File: config.mk
export PLATFORM = sky130hd
export DESIGN_NAME = alu_md_seq_flat
export DESIGN_NICKNAME = d
export VERILOG_FILES = /design/src/rtl/alu_md_seq_if.sv /design/src/rtl/alu_md_seq.sv /design/src/flat_wrapper.sv
export SDC_FILE = /design/constraint.sdc
export NUM_CORES = 1
export LEC_CHECK = 0
export ABC_AREA = 1
export CAP_MARGIN = 0
export CORE_MARGIN = 1
export CORE_UTILIZATION = 45
export DETAILED_ROUTE_END_ITERATION = 8
export GPL_TIMING_DRIVEN = 0
export PLACE_DENSITY_LB_ADDON = 0.2
export SYNTH_ARGS = -nofsm -noshare
export SYNTH_HDL_FRONTEND = slang
export SYNTH_SLANG_ARGS = --single-unit
File: constraint.sdc
create_clock -name clk -period 2.45 [get_ports clk]
set_input_delay 0.49 -clock clk [delete_from_list [all_inputs] [get_ports clk]]
set_output_delay 0.49 -clock clk [all_outputs]
set_load 0.02 [all_outputs]
File: src/rtl/alu_md_seq_if.sv
// alu_md_seq_if: issue/result bus between the control unit and the multiply/divide sequencer
interface alu_md_seq_if #(parameter int WIDTH = 16);
    logic             start;
    logic             op;
    logic [WIDTH-1:0] src;
    logic [WIDTH-1:0] dst;
    logic             busy;
    logic             done;
    logic [WIDTH-1:0] result;
    logic [WIDTH-1:0] aux;
    logic             v;
    logic             dz;
    logic             z;
    logic             s;
    modport master (output start, op, src, dst, input busy, done, result, aux, v, dz, z, s);
    modport slave  (input start, op, src, dst, output busy, done, result, aux, v, dz, z, s);
endinterface

File: src/rtl/alu_md_seq.sv
// alu_md_seq: iterative shift-add multiplier / restoring divider; divider built only with ALU_MD_DIV_EN
module alu_md_seq #(parameter int WIDTH = 16) (
    input logic         clk,
    input logic         rst_n,
    alu_md_seq_if.slave bus
);
    localparam int CW = $clog2(WIDTH);
    typedef enum logic [1:0] {IDLE, RUN, FIN} state_t;
    state_t             state, state_nx;
    logic [CW-1:0]      cnt;
    logic               op_r;
    logic [WIDTH-1:0]   m_r;
    logic [2*WIDTH-1:0] p, p_nx, mul_nx, div_nx;
    logic [WIDTH:0]     sum, sh, diff;
    logic               go, fast, last;
    assign go   = bus.start && state != RUN;
    assign last = cnt == CW'(WIDTH - 1);
`ifdef ALU_MD_DIV_EN
    assign fast = bus.op && bus.src == '0;
`else
    assign fast = bus.op;
`endif
    // p holds {acc, multiplier} for multiply and {remainder, quotient} for divide
    always_comb begin
        sum    = {1'b0, p[2*WIDTH-1:WIDTH]} + {1'b0, p[0] ? m_r : '0};
        mul_nx = {sum, p[WIDTH-1:1]};
        sh     = p[2*WIDTH-1:WIDTH-1];
        diff   = sh - {1'b0, m_r};
        div_nx = diff[WIDTH] ? {sh[WIDTH-1:0], p[WIDTH-2:0], 1'b0} : {diff[WIDTH-1:0], p[WIDTH-2:0], 1'b1};
`ifdef ALU_MD_DIV_EN
        p_nx   = op_r ? div_nx : mul_nx;
`else
        p_nx   = mul_nx;
`endif
    end
    always_comb begin
        state_nx = IDLE;
        if (go)
            state_nx = fast ? FIN : RUN;
        else if (state == RUN)
            state_nx = last ? FIN : RUN;
    end
    always_ff @(posedge clk or negedge rst_n) begin
        if (!rst_n) begin
            state      <= IDLE;
            cnt        <= '0;
            op_r       <= 1'b0;
            m_r        <= '0;
            p          <= '0;
            bus.result <= '0;
            bus.aux    <= '0;
            bus.v      <= 1'b0;
            bus.dz     <= 1'b0;
        end else begin
            state <= state_nx;
            if (go) begin
                op_r <= bus.op;
                m_r  <= bus.op ? bus.src : bus.dst;
                p    <= {{WIDTH{1'b0}}, bus.op ? bus.dst : bus.src};
                cnt  <= '0;
                if (fast) begin
`ifdef ALU_MD_DIV_EN
                    bus.result <= '1;
                    bus.aux    <= bus.dst;
`else
                    bus.result <= '0;
                    bus.aux    <= '0;
`endif
                    bus.v  <= 1'b0;
                    bus.dz <= 1'b1;
                end
            end else if (state == RUN) begin
                p   <= p_nx;
                cnt <= cnt + 1'b1;
                if (last) begin
                    bus.result <= p_nx[WIDTH-1:0];
                    bus.aux    <= p_nx[2*WIDTH-1:WIDTH];
                    bus.v      <= !op_r && |p_nx[2*WIDTH-1:WIDTH];
                    bus.dz     <= 1'b0;
                end
            end
        end
    end
    assign bus.busy = state == RUN;
    assign bus.done = state == FIN;
    assign bus.z    = ~|bus.result;
    assign bus.s    = bus.result[WIDTH-1];
endmodule

File: src/flat_wrapper.sv
// flat-port wrapper written by rule: the top's interface ports become plain ports
module alu_md_seq_flat 
#(parameter int WIDTH = 16)
  (clk, rst_n, bus_start, bus_op, bus_src, bus_dst, bus_busy, bus_done, bus_result, bus_aux, bus_v, bus_dz, bus_z, bus_s);
  alu_md_seq_if #(.WIDTH(WIDTH)) bus_i ();
  input logic clk;
  input logic rst_n;
  input wire logic [$bits(bus_i.start)-1:0] bus_start;
  input wire logic [$bits(bus_i.op)-1:0] bus_op;
  input wire logic [$bits(bus_i.src)-1:0] bus_src;
  input wire logic [$bits(bus_i.dst)-1:0] bus_dst;
  output wire logic [$bits(bus_i.busy)-1:0] bus_busy;
  output wire logic [$bits(bus_i.done)-1:0] bus_done;
  output wire logic [$bits(bus_i.result)-1:0] bus_result;
  output wire logic [$bits(bus_i.aux)-1:0] bus_aux;
  output wire logic [$bits(bus_i.v)-1:0] bus_v;
  output wire logic [$bits(bus_i.dz)-1:0] bus_dz;
  output wire logic [$bits(bus_i.z)-1:0] bus_z;
  output wire logic [$bits(bus_i.s)-1:0] bus_s;
  assign bus_i.start = bus_start;
  assign bus_i.op = bus_op;
  assign bus_i.src = bus_src;
  assign bus_i.dst = bus_dst;
  assign bus_busy = bus_i.busy;
  assign bus_done = bus_i.done;
  assign bus_result = bus_i.result;
  assign bus_aux = bus_i.aux;
  assign bus_v = bus_i.v;
  assign bus_dz = bus_i.dz;
  assign bus_z = bus_i.z;
  assign bus_s = bus_i.s;
  alu_md_seq #(.WIDTH(WIDTH)) u_core (.clk(clk), .rst_n(rst_n), .bus(bus_i));
endmodule
After elaboration in Yosys (flattened, before gate mapping). Cells that the tools add are included.

Bits in registers: 89. Input bits: 36. Output and inout bits: 38. Word-level logic and storage cells: 51.

Add/sub/neg operators: 2. Equal/unequal tests: 5. Mux-type cells: 26. Reduce and logical (&&, ||, !) cells: 9.

Operators with widths (number): 16-bit 2-to-1 mux (10); 32-bit 2-to-1 mux (2); 16-bit OR reduction (2); 16-bit by 16-bit adder with 17-bit output (1); 1-bit 2-to-1 mux (8); 2-bit 2-to-1 mux (4); 4-bit 2-to-1 mux (2); 4-bit by 1-bit adder with 4-bit output (second input constant) (1); 4-bit == test (second input constant) (1); 2-bit nonzero test (2); 3-bit AND reduction (1); 2-bit by 1-bit == test with 1-bit output (second input constant) (1); 2-bit == test (second input constant) (1); 1-bit logical AND (2); 1-bit logical NOT (2); 2-bit by 1-bit inequality test with 1-bit output (second input constant) (1); 2-bit inequality test (second input constant) (1).

Logic depth before layout (Yosys ltp). Gate-level depths: netlist of run 1.

Depth in word-level cells: 7. Mapped depth: 20. Gate-level depth less buffers: 19.

Least setup slack after synthesis of run 1. No wires, ideal clock.

Path type: register to register. Start point: register u_core.p[0]. End point: register u_core.bus.v. Library setup time: 0.116 ns. Arrival time: 2.092 ns. Required time: 2.334 ns. Setup slack: 0.241 ns. Stages on the path, launching flop included: 21. Path buffers: 1. Period minus slack after synthesis: 2.209 ns. Cells stage by stage: dfrtp_1 clkbuf_1 nand2_1 inv_1 ha_1 inv_1 fa_1 inv_1 nand2_1 nand2_1 nand3_1 nand2_2 nand2_2 nand2_1 nand2_1 nand2_2 nand2_1 nor2_1 nand3_1 nand2_1 nand2_1.

Longest elaborated chain between the ends: 7.

Ends and longest elaborated chain: start: declaration (RTL line alu_md_seq.sv:13) `logic [2*WIDTH-1:0] p, p_nx, mul_nx, div_nx;`; start signal: assignment (RTL line alu_md_seq.sv:59) `p <= {{WIDTH{1'b0}}, bus.op ? bus.dst : bus.src};`; start signal: assignment (RTL line alu_md_seq.sv:73) `p <= p_nx;`; 16-bit 2-to-1 mux (RTL line alu_md_seq.sv:25) `sum = {1'b0, p[2*WIDTH-1:WIDTH]} + {1'b0, p[0] ? m_r : '0};`; 16-bit by 16-bit adder with 17-bit output (RTL line alu_md_seq.sv:25); 16-bit OR reduction (RTL line alu_md_seq.sv:78) `bus.v <= !op_r && |p_nx[2*WIDTH-1:WIDTH];`; 1-bit logical AND (RTL line alu_md_seq.sv:78); 1-bit 2-to-1 mux (RTL line alu_md_seq.sv:75) `if (last) begin`; 1-bit 2-to-1 mux (RTL line alu_md_seq.sv:72) `end else if (state == RUN) begin`; 1-bit 2-to-1 mux (RTL line alu_md_seq.sv:56) `if (go) begin`; end signal: assignment (RTL line alu_md_seq.sv:78); end: declaration (RTL line alu_md_seq_if.sv:16) `modport slave (input start, op, src, dst, output busy, done, result, aux, v, dz, z, s);`.

No other way between the ends. The select of a mux whose other input is x is not followed. A chain may end at the register's enable or synchronous reset.

Worst setup path after layout of run 1. Same ends and word-level chain as after synthesis.

==> impl_metrics.csv, run 1 <==
group,metric,value,unit
die,core,0.0104,mm²
clock_network,cts_root_buffer,"clkbuf_8",
clock_network,clock_latency,0.37,ns
synthesis,ys_ff_latch,89,
grt,overflow,0,
timing,setup_viol,0,
clock_network,cts_tree,"done",
placement,dp.cells,864,
clock_network,clk_pin_slew_worst_paths,0.09,ns
clock_network,clock_path_buffers,2,
finish,finalNetCount,796,
setup_path,r2r_start,"u_core.p[0]$_DFFE_PN0P_",
run_status,status,"complete, no violations",
routing,num_vias,4574,
timing,setup_ws,0.0984,ns
synthesis,synthesis.nets,708,
timing,skew,0.00937,ns
setup_path,slowest_stage,"dfrtp_2",
pwr,total_power,7.32,mW
grt,grt_pass1_vias,4500,
synthesis,syn_area,0.00484,mm²
routing,first_pass_iters,7,
synthesis,yosysUniqueCellTypes,32,
finish,final_common_cell,"nand2_1",
routing,drtAntennaViolNets,0,
pwr,p_clk_share,15.9,%
finish,fin_cells,883,
clock_network,cts.sinks,89,
finish,syn_to_final_growth,28.4,%
setup_path,end_kind,"register",
timing,finalSetupTns,0,ns
pwr,pwr-share-comb,50.9,%
timing,maxSlewHeadroom,34.2,%
timing,hold_viol,0,
placement,place_ws,-0.323,ns
finish,register_area,0.00223,mm²
placement,dpl.hpwl,10000,µm
setup_path,path_max_fanout,10,
routing,wirelength,13500,µm
grt,grt_pass1_wl,21700,µm
finish,nFillCells,964,
grt,grt_use_total,25.1,%
finish,diodes,0,
timing,period_needed,2.35,ns
setup_path,critPathTopFamily,"simple AND/OR/NAND/NOR gates",
setup_path,worst_path_most_repeated_cell,"nand2_1",
grt,antenna_found_initial,0,
pwr,swShare,44.0,%
finish,drive_gt1_share,11.1,%
synthesis,ys_seq_area_share,46.0,%
die,die_h,106,µm
setup_path,ff2ff_path_depth,14,
finish,final_design_area_no_fill,0.00622,mm²
die,num_rows,37,
routing,wl_per_cell,15.3,µm
pwr,switchingPower,3.22,mW
pwr,leakagePower,3.09,nW
routing,drc,0,
synthesis,ys_warn_count,0,
setup_path,slowest_delay,0.47,ns
setup_path,critPathBufInv,2,
pwr,p_per_area,1180,mW/mm²
finish,final_cell_mix,"nand2_1, dfrtp_1, clkdlybuf4s50_1",
timing,whs,0.00105,ns
grt,grt_max_degree,67,
routing,drtIter0Drc,207,
timing,drv_slew,0,
clock_network,hold_buffers,0,
hold_path,hp-class,"input port to asynchronous set/reset pin",
setup_path,arrival,2.62,ns
finish,fin_util,60.0,%
timing,rsz0062_at_grt,"true",
placement,gp_congestion,0.886,
setup_path,cp-start-kind,"register",
clock_network,htreeDepth,3,
finish,multi_input_area,0.00242,mm²
die,die-area,0.0112,mm²
setup_path,r2r_slack,0.1,ns
die,start_util,46.7,%
timing,worst_slew_pin_slew,0.977,ns
placement,place_area,0.00577,mm²
job,drv_cap,0,
die,die_w,106,µm
die,io_pins,74,
placement,io_buffers,73,
pwr,internal-power,4.10,mW
pwr,seq_power_share,33.2,%
synthesis,synth_area_per_cell,7.41,µm²
synthesis,syn_inst,654,
pwr,ir_drop,0.000632,V
setup_path,reg2reg_to,"u_core.bus.v$_DFFE_PN0P_",
setup_path,path_cells,"buf_4 -> nand2_1 -> inv_1 -> ha_1 -> a21oi_1 -> o21ai_0 -> a21oi_1 -> nand2_1 -> nand2_1 -> nand2_1 -> nor2_1 -> nand3_1 -> nand2_2 -> nand2_1",
timing,finalCritPeriodShare,96.0,%
setup_path,cp.required,2.72,ns
timing,max_freq,0.425,GHz
routing,viasPerCell,5.18,
clock_network,cts_buffers,9,
setup_path,criticalPathCategory,"register to register",
## power groups by stage
stage / sequential (mW) / clock [mW] / combinational, mW
after floorplan: 2.51 / 0 / 2.13
after CTS: 2.40 / 1.19 / 3.44
final: 2.43 / 1.16 / 3.73
after global routing: 2.50 / 1.24 / 4.14
after detailed placement: 2.40 / 0 / 3.43
after global placement: 2.38 / 0 / 3.36
## metal layers
layer | share of wire [%] | global-route usage (%)
met3 | 5.0 | 4.58
met4 | 2.6 | 9.92
met1 | 43 | 31.8
met2 | 49 | 42.3
met5 | 0 | 0
## registers in the layout, summed over array words and instances, names as in the netlist
register           cells
u_core.bus.dz          1
u_core.cnt             4
u_core.op_r            1
u_core.state           2
u_core.bus.v           1
u_core.p              32
u_core.bus.aux        16
u_core.m_r            16
u_core.bus.result     16
## how the worst max path moves through the flow
stage	startpoint	to	slack, ns	depth (start not counted)
floorplan	u_core.p[0]$_DFFE_PN0P_	u_core.bus.v$_DFFE_PN0P_	0.24	20
global placement	rst_n	u_core.p[25]$_DFFE_PN0P_	-2.30	1
detailed placement	u_core.p[0]$_DFFE_PN0P_	u_core.bus.v$_DFFE_PN0P_	-0.32	15
CTS	u_core.p[0]$_DFFE_PN0P_	u_core.bus.v$_DFFE_PN0P_	0.008	17
global route	u_core.p[0]$_DFFE_PN0P_	u_core.bus.v$_DFFE_PN0P_	-0.04	19
finish	u_core.p[0]$_DFFE_PN0P_	u_core.bus.v$_DFFE_PN0P_	0.1	14
## cell families after synthesis
family | after synthesis | synth area share (%)
AO/OA/AOI/OAI | 76 | 9.38
XOR/XNOR | 3 | 0.698
adder cells (fa/ha/maj) | 18 | 4.80
buffers and inverters | 95 | 7.93
flip-flops | 89 | 46.0
AND/OR/NAND/NOR | 373 | 31.2
## repair_timing
item                       CTS  global route
resized for setup            8            34
setup endpoints to repair   12             5
pin swaps                    1             6
setup buffers                0             5
## Yosys cell counts
library cell | count | share of area (%)
buf_4 | 2 | 0.31
nor2_1 | 38 | 2.9
nand4_1 | 2 | 0.26
a21oi_1 | 11 | 1.1
clkinv_1 | 1 | 0.077
fa_1 | 1 | 0.41
inv_1 | 68 | 5.3
nor4_1 | 4 | 0.52
o31ai_1 | 2 | 0.31
clkbuf_1 | 9 | 0.70
nand2_1 | 270 | 21
o21bai_1 | 1 | 0.16
nand2_2 | 6 | 0.78
xnor2_1 | 2 | 0.36
xor2_2 | 1 | 0.34
a21o_1 | 1 | 0.16
a41oi_1 | 16 | 2.9
nand3b_1 | 2 | 0.31
ha_1 | 17 | 4.4
buf_2 | 10 | 1.0
or2_0 | 1 | 0.13
buf_1 | 1 | 0.077
inv_2 | 3 | 0.23
nand3_1 | 45 | 4.7
nor2_4 | 1 | 0.23
a22o_1 | 1 | 0.18
o21ai_0 | 44 | 4.5
and2_1 | 1 | 0.13
buf_6 | 1 | 0.23
dfrtp_1 | 89 | 46
nor2_2 | 1 | 0.13
nor3_1 | 2 | 0.21
## worst register-to-register path, stage by stage, from the launching register on
cell and delay (ns):
dfrtp_2 0.47, buf_4 0.19, nand2_1 0.06, inv_1 0.04, ha_1 0.34, a21oi_1 0.24, o21ai_0 0.13, a21oi_1 0.21
nand2_1 0.09, nand2_1 0.06, nand2_1 0.08, nor2_1 0.11, nand3_1 0.09, nand2_2 0.08, nand2_1 0.05
## final cells by class
type	count	area share, %
buffer	21	1.77
clock buffer	10	2.21
clock inverter	6	1.45
inverter	72	4.35
multi-input combinational	470	38.9
sequential	89	35.8
tap	136	2.74
timing repair buffer	79	12.7
(Power assumes the default switching activity.)
==> run 2, diff against run 1 <==
- GPL_TIMING_DRIVEN: 0 -> not set
==> run 2 against run 1 <==
Net effect: power is 5.0% lower; fmax is 2.2% higher; clock power is 14% lower; worst hold slack better by 0.077 ns; core utilization is 2.0 points lower; cell area is 3.3% lower; sequential power hardly changed; sequential share of layout area is 1.2 points higher; sequential cell count stayed put; clock skew is 0.0025 ns higher; die area stayed put; non-clock buffer count is 14 lower; largest cell class unchanged; largest power group unchanged.
==> impl_metrics.csv, run 2 (synthesis gave the netlist of run 1 again) <==
group,metric,value,unit
finish,largest-register,"u_core.p",
die,num_rows,37,
setup_path,worst_path_most_repeated_cell,"nand2_1",
setup_path,end_kind,"register",
grt,grt_use_total,24.5,%
clock_network,cts.sinks,89,
clock_network,cts_tree,"done",
die,io_pins,74,
routing,drc,0,
setup_path,arrival,2.57,ns
timing,drv_slew,0,
clock_network,cts_buffers,9,
timing,finalCritPeriodShare,94.0,%
setup_path,criticalPathCategory,"register to register",
grt,top_usage_layer,"met2",
placement,place_area,0.00579,mm²
grt,overflow,0,
placement,io_buffers,73,
clock_network,clock_path_buffers,2,
clock_network,cts_setup_buffers,0,
placement,gp_congestion,0.986,
grt,grt_pass1_wl,21500,µm
pwr,leakagePower,3.08,nW
die,start_util,46.7,%
setup_path,critPathTopFamily,"simple AND/OR/NAND/NOR gates",
setup_path,path_cells,"nand2_1 -> inv_1 -> ha_1 -> inv_1 -> fa_2 -> inv_1 -> nand2_1 -> nand2_2 -> nand3_2 -> nand3_1 -> nand2_1 -> nor2_1 -> nand3_1 -> nor2_1 -> nand3_1 -> nand2_1 -> nand2_1",
setup_path,cp.required,2.72,ns
clock_network,clk_pin_slew_worst_paths,0.09,ns
timing,finalSetupTns,0,ns
setup_path,slowest_delay,0.43,ns
routing,wirelength,12700,µm
die,die-area,0.0112,mm²
pwr,p_per_area,1160,mW/mm²
routing,first_pass_iters,5,
clock_network,htreeDepth,3,
hold_path,hp-class,"input port to asynchronous set/reset pin",
finish,final_common_cell,"nand2_1",
grt,met3_usage,3.96,%
setup_path,cp-start-kind,"register",
setup_path,slowest_stage,"dfrtp_2",
setup_path,critPathBufInv,3,
routing,viasPerCell,5.24,
setup_path,path_max_fanout,5,
clock_network,cts_root_buffer,"clkbuf_8",
run_status,status,"complete, no violations",
timing,setup_ws,0.148,ns
timing,max_freq,0.434,GHz
timing,worst_slew_pin_slew,0.664,ns
routing,wl_per_cell,14.7,µm
routing,drtAntennaViolNets,0,
job,drv_cap,0,
grt,antenna_found_initial,0,
placement,place_ws,0.0613,ns
grt,grt_pass1_vias,4440,
pwr,ir_drop,0.000606,V
finish,diodes,0,
finish,drive_gt1_share,6.69,%
timing,skew,0.0119,ns
finish,syn_to_final_growth,24.1,%
timing,rsz0062_at_grt,"true",
placement,dpl.hpwl,9430,µm
finish,final_design_area_no_fill,0.00601,mm²
finish,fin_cells,868,
grt,use_met1,34.2,%
clock_network,clock_latency,0.36,ns
timing,setup_viol,0,
placement,dp.cells,853,
die,die_w,106,µm
grt,grt_max_degree,53,
finish,largest_reg_flops,32,
timing,hold_viol,0,
die,core,0.0104,mm²
grt,met2_usage,38.4,%
die,die_h,106,µm
routing,num_vias,4544,
finish,final_cell_mix,"nand2_1, dfrtp_1, clkdlybuf4s50_1",
timing,period_needed,2.30,ns
pwr,total_power,6.96,mW
finish,finalNetCount,782,
timing,maxSlewHeadroom,55.2,%
routing,drtIter0Drc,295,
-- run 2: what timing repair did --
action	in CTS	in global routing
setup endpoints to repair	1	8
pin swaps	0	0
hold buffers	0	0
resized for setup	1	10
cloned	0	0
-- run 2: layout make-up --
cell class | instances | area (µm²)
Timing Repair Buffer | 86 | 891
Inverter | 72 | 270
Clock inverter | 3 | 25.0
Fill cell | 968 | 4360
Clock buffer | 12 | 165
Multi-Input combinational cell | 470 | 2260
Tap cell | 136 | 170
Sequential cell | 89 | 2230
-- run 2: power by group --
part,total (mW),internal [mW],switching [mW]
Sequential,2.42,2.03,0.388
Clock,0.994,0.451,0.544
Combinational,3.54,1.38,2.16
Total,6.96,3.86,3.09
-- run 2: path summary, 6_finish.rpt --
path	endpoint	slack, ns	from	depth (start not counted)
min reg2reg	u_core.bus.aux[4]$_DFFE_PN0P_	0.49	u_core.bus.aux[4]$_DFFE_PN0P_	2
min	u_core.p[2]$_DFFE_PN0P_	0.08	rst_n	1
max in group asynchronous	u_core.p[27]$_DFFE_PN0P_	1.71	rst_n	2
max	u_core.bus.v$_DFFE_PN0P_	0.15	u_core.p[0]$_DFFE_PN0P_	17
min in group clk	u_core.bus.aux[4]$_DFFE_PN0P_	0.49	u_core.bus.aux[4]$_DFFE_PN0P_	2
max reg2reg	u_core.bus.v$_DFFE_PN0P_	0.15	u_core.p[0]$_DFFE_PN0P_	17
-- run 2: metrics by stage --
| stage | hold WS (ns) | util (%) |
|---|---|---|
| floorplan | 0.194 | - |
| global placement | 0.462 | 55.8 |
| detailed placement | 0.472 | 55.8 |
| CTS | 0.105 | 57.7 |
| global route | 0.112 | 58.0 |
| finish | 0.0785 | 58.0 |
-- run 2: routing by layer --
layer / vias up / wire length (µm)
met2: 166 / 5780
met1: 2120 / 5880
met3: 24 / 831
met5: - / 0
li1: 2234 / -
met4: 0 / 254
==> run 3, diff against run 2 <==
- CORE_ASPECT_RATIO: not set -> 1.4
- GPL_ROUTABILITY_DRIVEN: not set -> 0
==> run 3 against run 2 <==
Net effect: global-route usage grew 0.29 points; setup slack gained 0.0055 ns; first-iteration DRC count shrank 22%; sequential power is essentially flat; core utilization grew 1.3 points; die area is essentially flat; clock power grew 33%; non-clock buffer count grew 4; count of clock-buffer cells in the layout is the same; clock skew shrank 0.0052 ns; final cell count grew 0.81%; cell area grew 2.5%; largest power group unchanged.
==> impl_metrics.csv, run 3 (synthesis gave the netlist of run 1 again) <==
group,metric,value,unit
routing,first_pass_iters,5,
routing,drtIter0Drc,230,
setup_path,ff2ff_path_depth,15,
clock_network,cts_buffers,9,
grt,grt_use_total,24.8,%
finish,finalNetCount,786,
placement,place_area,0.00583,mm²
clock_network,clock_latency,0.34,ns
timing,drv_slew,0,
die,start_util,46.5,%
hold_path,hp-class,"input port to asynchronous set/reset pin",
clock_network,cts_setup_buffers,0,
grt,grt_pass1_vias,4477,
timing,hold_viol,0,
placement,io_buffers,73,
routing,viasPerCell,5.24,
die,die-area,0.0112,mm²
setup_path,end_kind,"register",
grt,overflow,0,
pwr,p_per_area,1200,mW/mm²
timing,skew,0.00666,ns
routing,num_vias,4589,
die,die_w,89.7,µm
run_status,status,"complete, no violations",
setup_path,reg2reg_to,"u_core.bus.v$_DFFE_PN0P_",
placement,place_ws,0.0568,ns
die,io_pins,74,
pwr,total_power,7.37,mW
setup_path,cp-start-kind,"register",
timing,worst_slew_pin_slew,0.857,ns
setup_path,path_max_fanout,11,
clock_network,cts_resized,1,
routing,wirelength,12900,µm
timing,max_freq,0.435,GHz
timing,setup_viol,0,
grt,grt_max_degree,48,
die,core,0.0104,mm²
finish,drive_gt1_share,7.46,%
grt,antenna_found_initial,0,
grt,grt_pass1_wl,21100,µm
setup_path,criticalPathCategory,"register to register",
clock_network,cts.sinks,89,
finish,final_cell_mix,"nand2_1, dfrtp_1, clkdlybuf4s50_1",
timing,finalCritPeriodShare,93.7,%
setup_path,arrival,2.53,ns
clock_network,clock_path_buffers,2,
finish,syn_to_final_growth,27.2,%
finish,largest-register,"u_core.p",
setup_path,cp.required,2.68,ns
die,die_h,125,µm
timing,finalSetupTns,0,ns
timing,period_needed,2.30,ns
pwr,ir_drop,0.000571,V
finish,nFillCells,932,
routing,wl_per_cell,14.7,µm
timing,maxSlewHeadroom,42.3,%
placement,dp.cells,859,
setup_path,r2r_slack,0.15,ns
clock_network,cts_tree,"done",
setup_path,r2r_start,"u_core.p[0]$_DFFE_PN0P_",
routing,drc,0,
finish,fin_cells,875,
finish,diodes,0,
pwr,leakagePower,3.14,nW
job,drv_cap,0,
finish,final_design_area_no_fill,0.00616,mm²
finish,final_common_cell,"nand2_1",
timing,setup_ws,0.154,ns
clock_network,clk_pin_slew_worst_paths,0.06,ns
clock_network,cts_root_buffer,"clkbuf_16",
die,num_rows,44,
routing,drtAntennaViolNets,0,
finish,largest_reg_flops,32,
clock_network,htreeDepth,3,
placement,dpl.hpwl,9480,µm
clock_network,hold_buffers,0,
==> run 3: changes by cell type in the layout (fill, tap and decap cells not counted), moves of 2 or more <==
cell       before  now
clkinv_2        0    2
o21ai_1         2    0
clkbuf_8       12    2
clkbuf_16       0    9
buf_4           9   12
a21oi_1        10    8
o21ai_0        42   44
a21oi_2         1    3
==> run 3: report_power, final <==
group / internal (mW) / switching (mW)
Sequential: 2.04 / 0.395
Clock: 0.744 / 0.576
Combinational: 1.44 / 2.18
==> run 3: cell type report <==
type	count	area [µm²]	area share (%)
Clock buffer	12	256	4.16
Multi-Input combinational cell	470	2270	36.9
Inverter	72	270	4.39
Clock inverter	4	27.5	0.447
Sequential cell	89	2230	36.2
Tap cell	138	173	2.80
Timing Repair Buffer	90	933	15.1
==> run 3: worst max-delay path by stage <==
stage | slack, ns | from | end
3_5_place_dp | 0.06 | u_core.p[0]$_DFFE_PN0P_ | u_core.bus.v$_DFFE_PN0P_
3_3_place_gp | 0.12 | u_core.p[0]$_DFFE_PN0P_ | u_core.bus.v$_DFFE_PN0P_
5_1_grt | -0.01 | u_core.p[0]$_DFFE_PN0P_ | u_core.bus.v$_DFFE_PN0P_
6_report | 0.15 | u_core.p[0]$_DFFE_PN0P_ | u_core.bus.v$_DFFE_PN0P_
2_1_floorplan | 0.24 | u_core.p[0]$_DFFE_PN0P_ | u_core.bus.v$_DFFE_PN0P_
4_1_cts | 0.01 | u_core.bus.result[1]$_DFFE_PN0P_ | bus_z
==> run 3: routing by layer <==
metal	vias to the layer above	part of all wire [%]	global-route usage, %
li1	2241	-	-
met5	-	0	0
met1	2136	42	31.8
met3	35	5.6	3.64
met2	177	49	39.8
met4	0	3.5	12.6
==> run 3: critical path: stages (launching register included) <==
cell	delay (ns)
dfrtp_2	0.44
buf_12	0.15
buf_4	0.14
nand2_1	0.06
inv_1	0.04
ha_1	0.33
a21oi_1	0.21
o21ai_0	0.14
a21oi_1	0.19
nand2_1	0.07
nand2_1	0.06
nand2_1	0.07
nor2_1	0.11
nand3_1	0.08
nand2_1	0.06
nand2_1	0.04
==> run 3: per-stage QoR <==
step / util, % / hold slack [ns]
2_1_floorplan: - / 0.194
3_3_place_gp: 56.1 / 0.466
3_5_place_dp: 56.1 / 0.461
4_1_cts: 58.9 / 0.178
5_1_grt: 59.2 / 0.201
6_report: 59.2 / 0.154
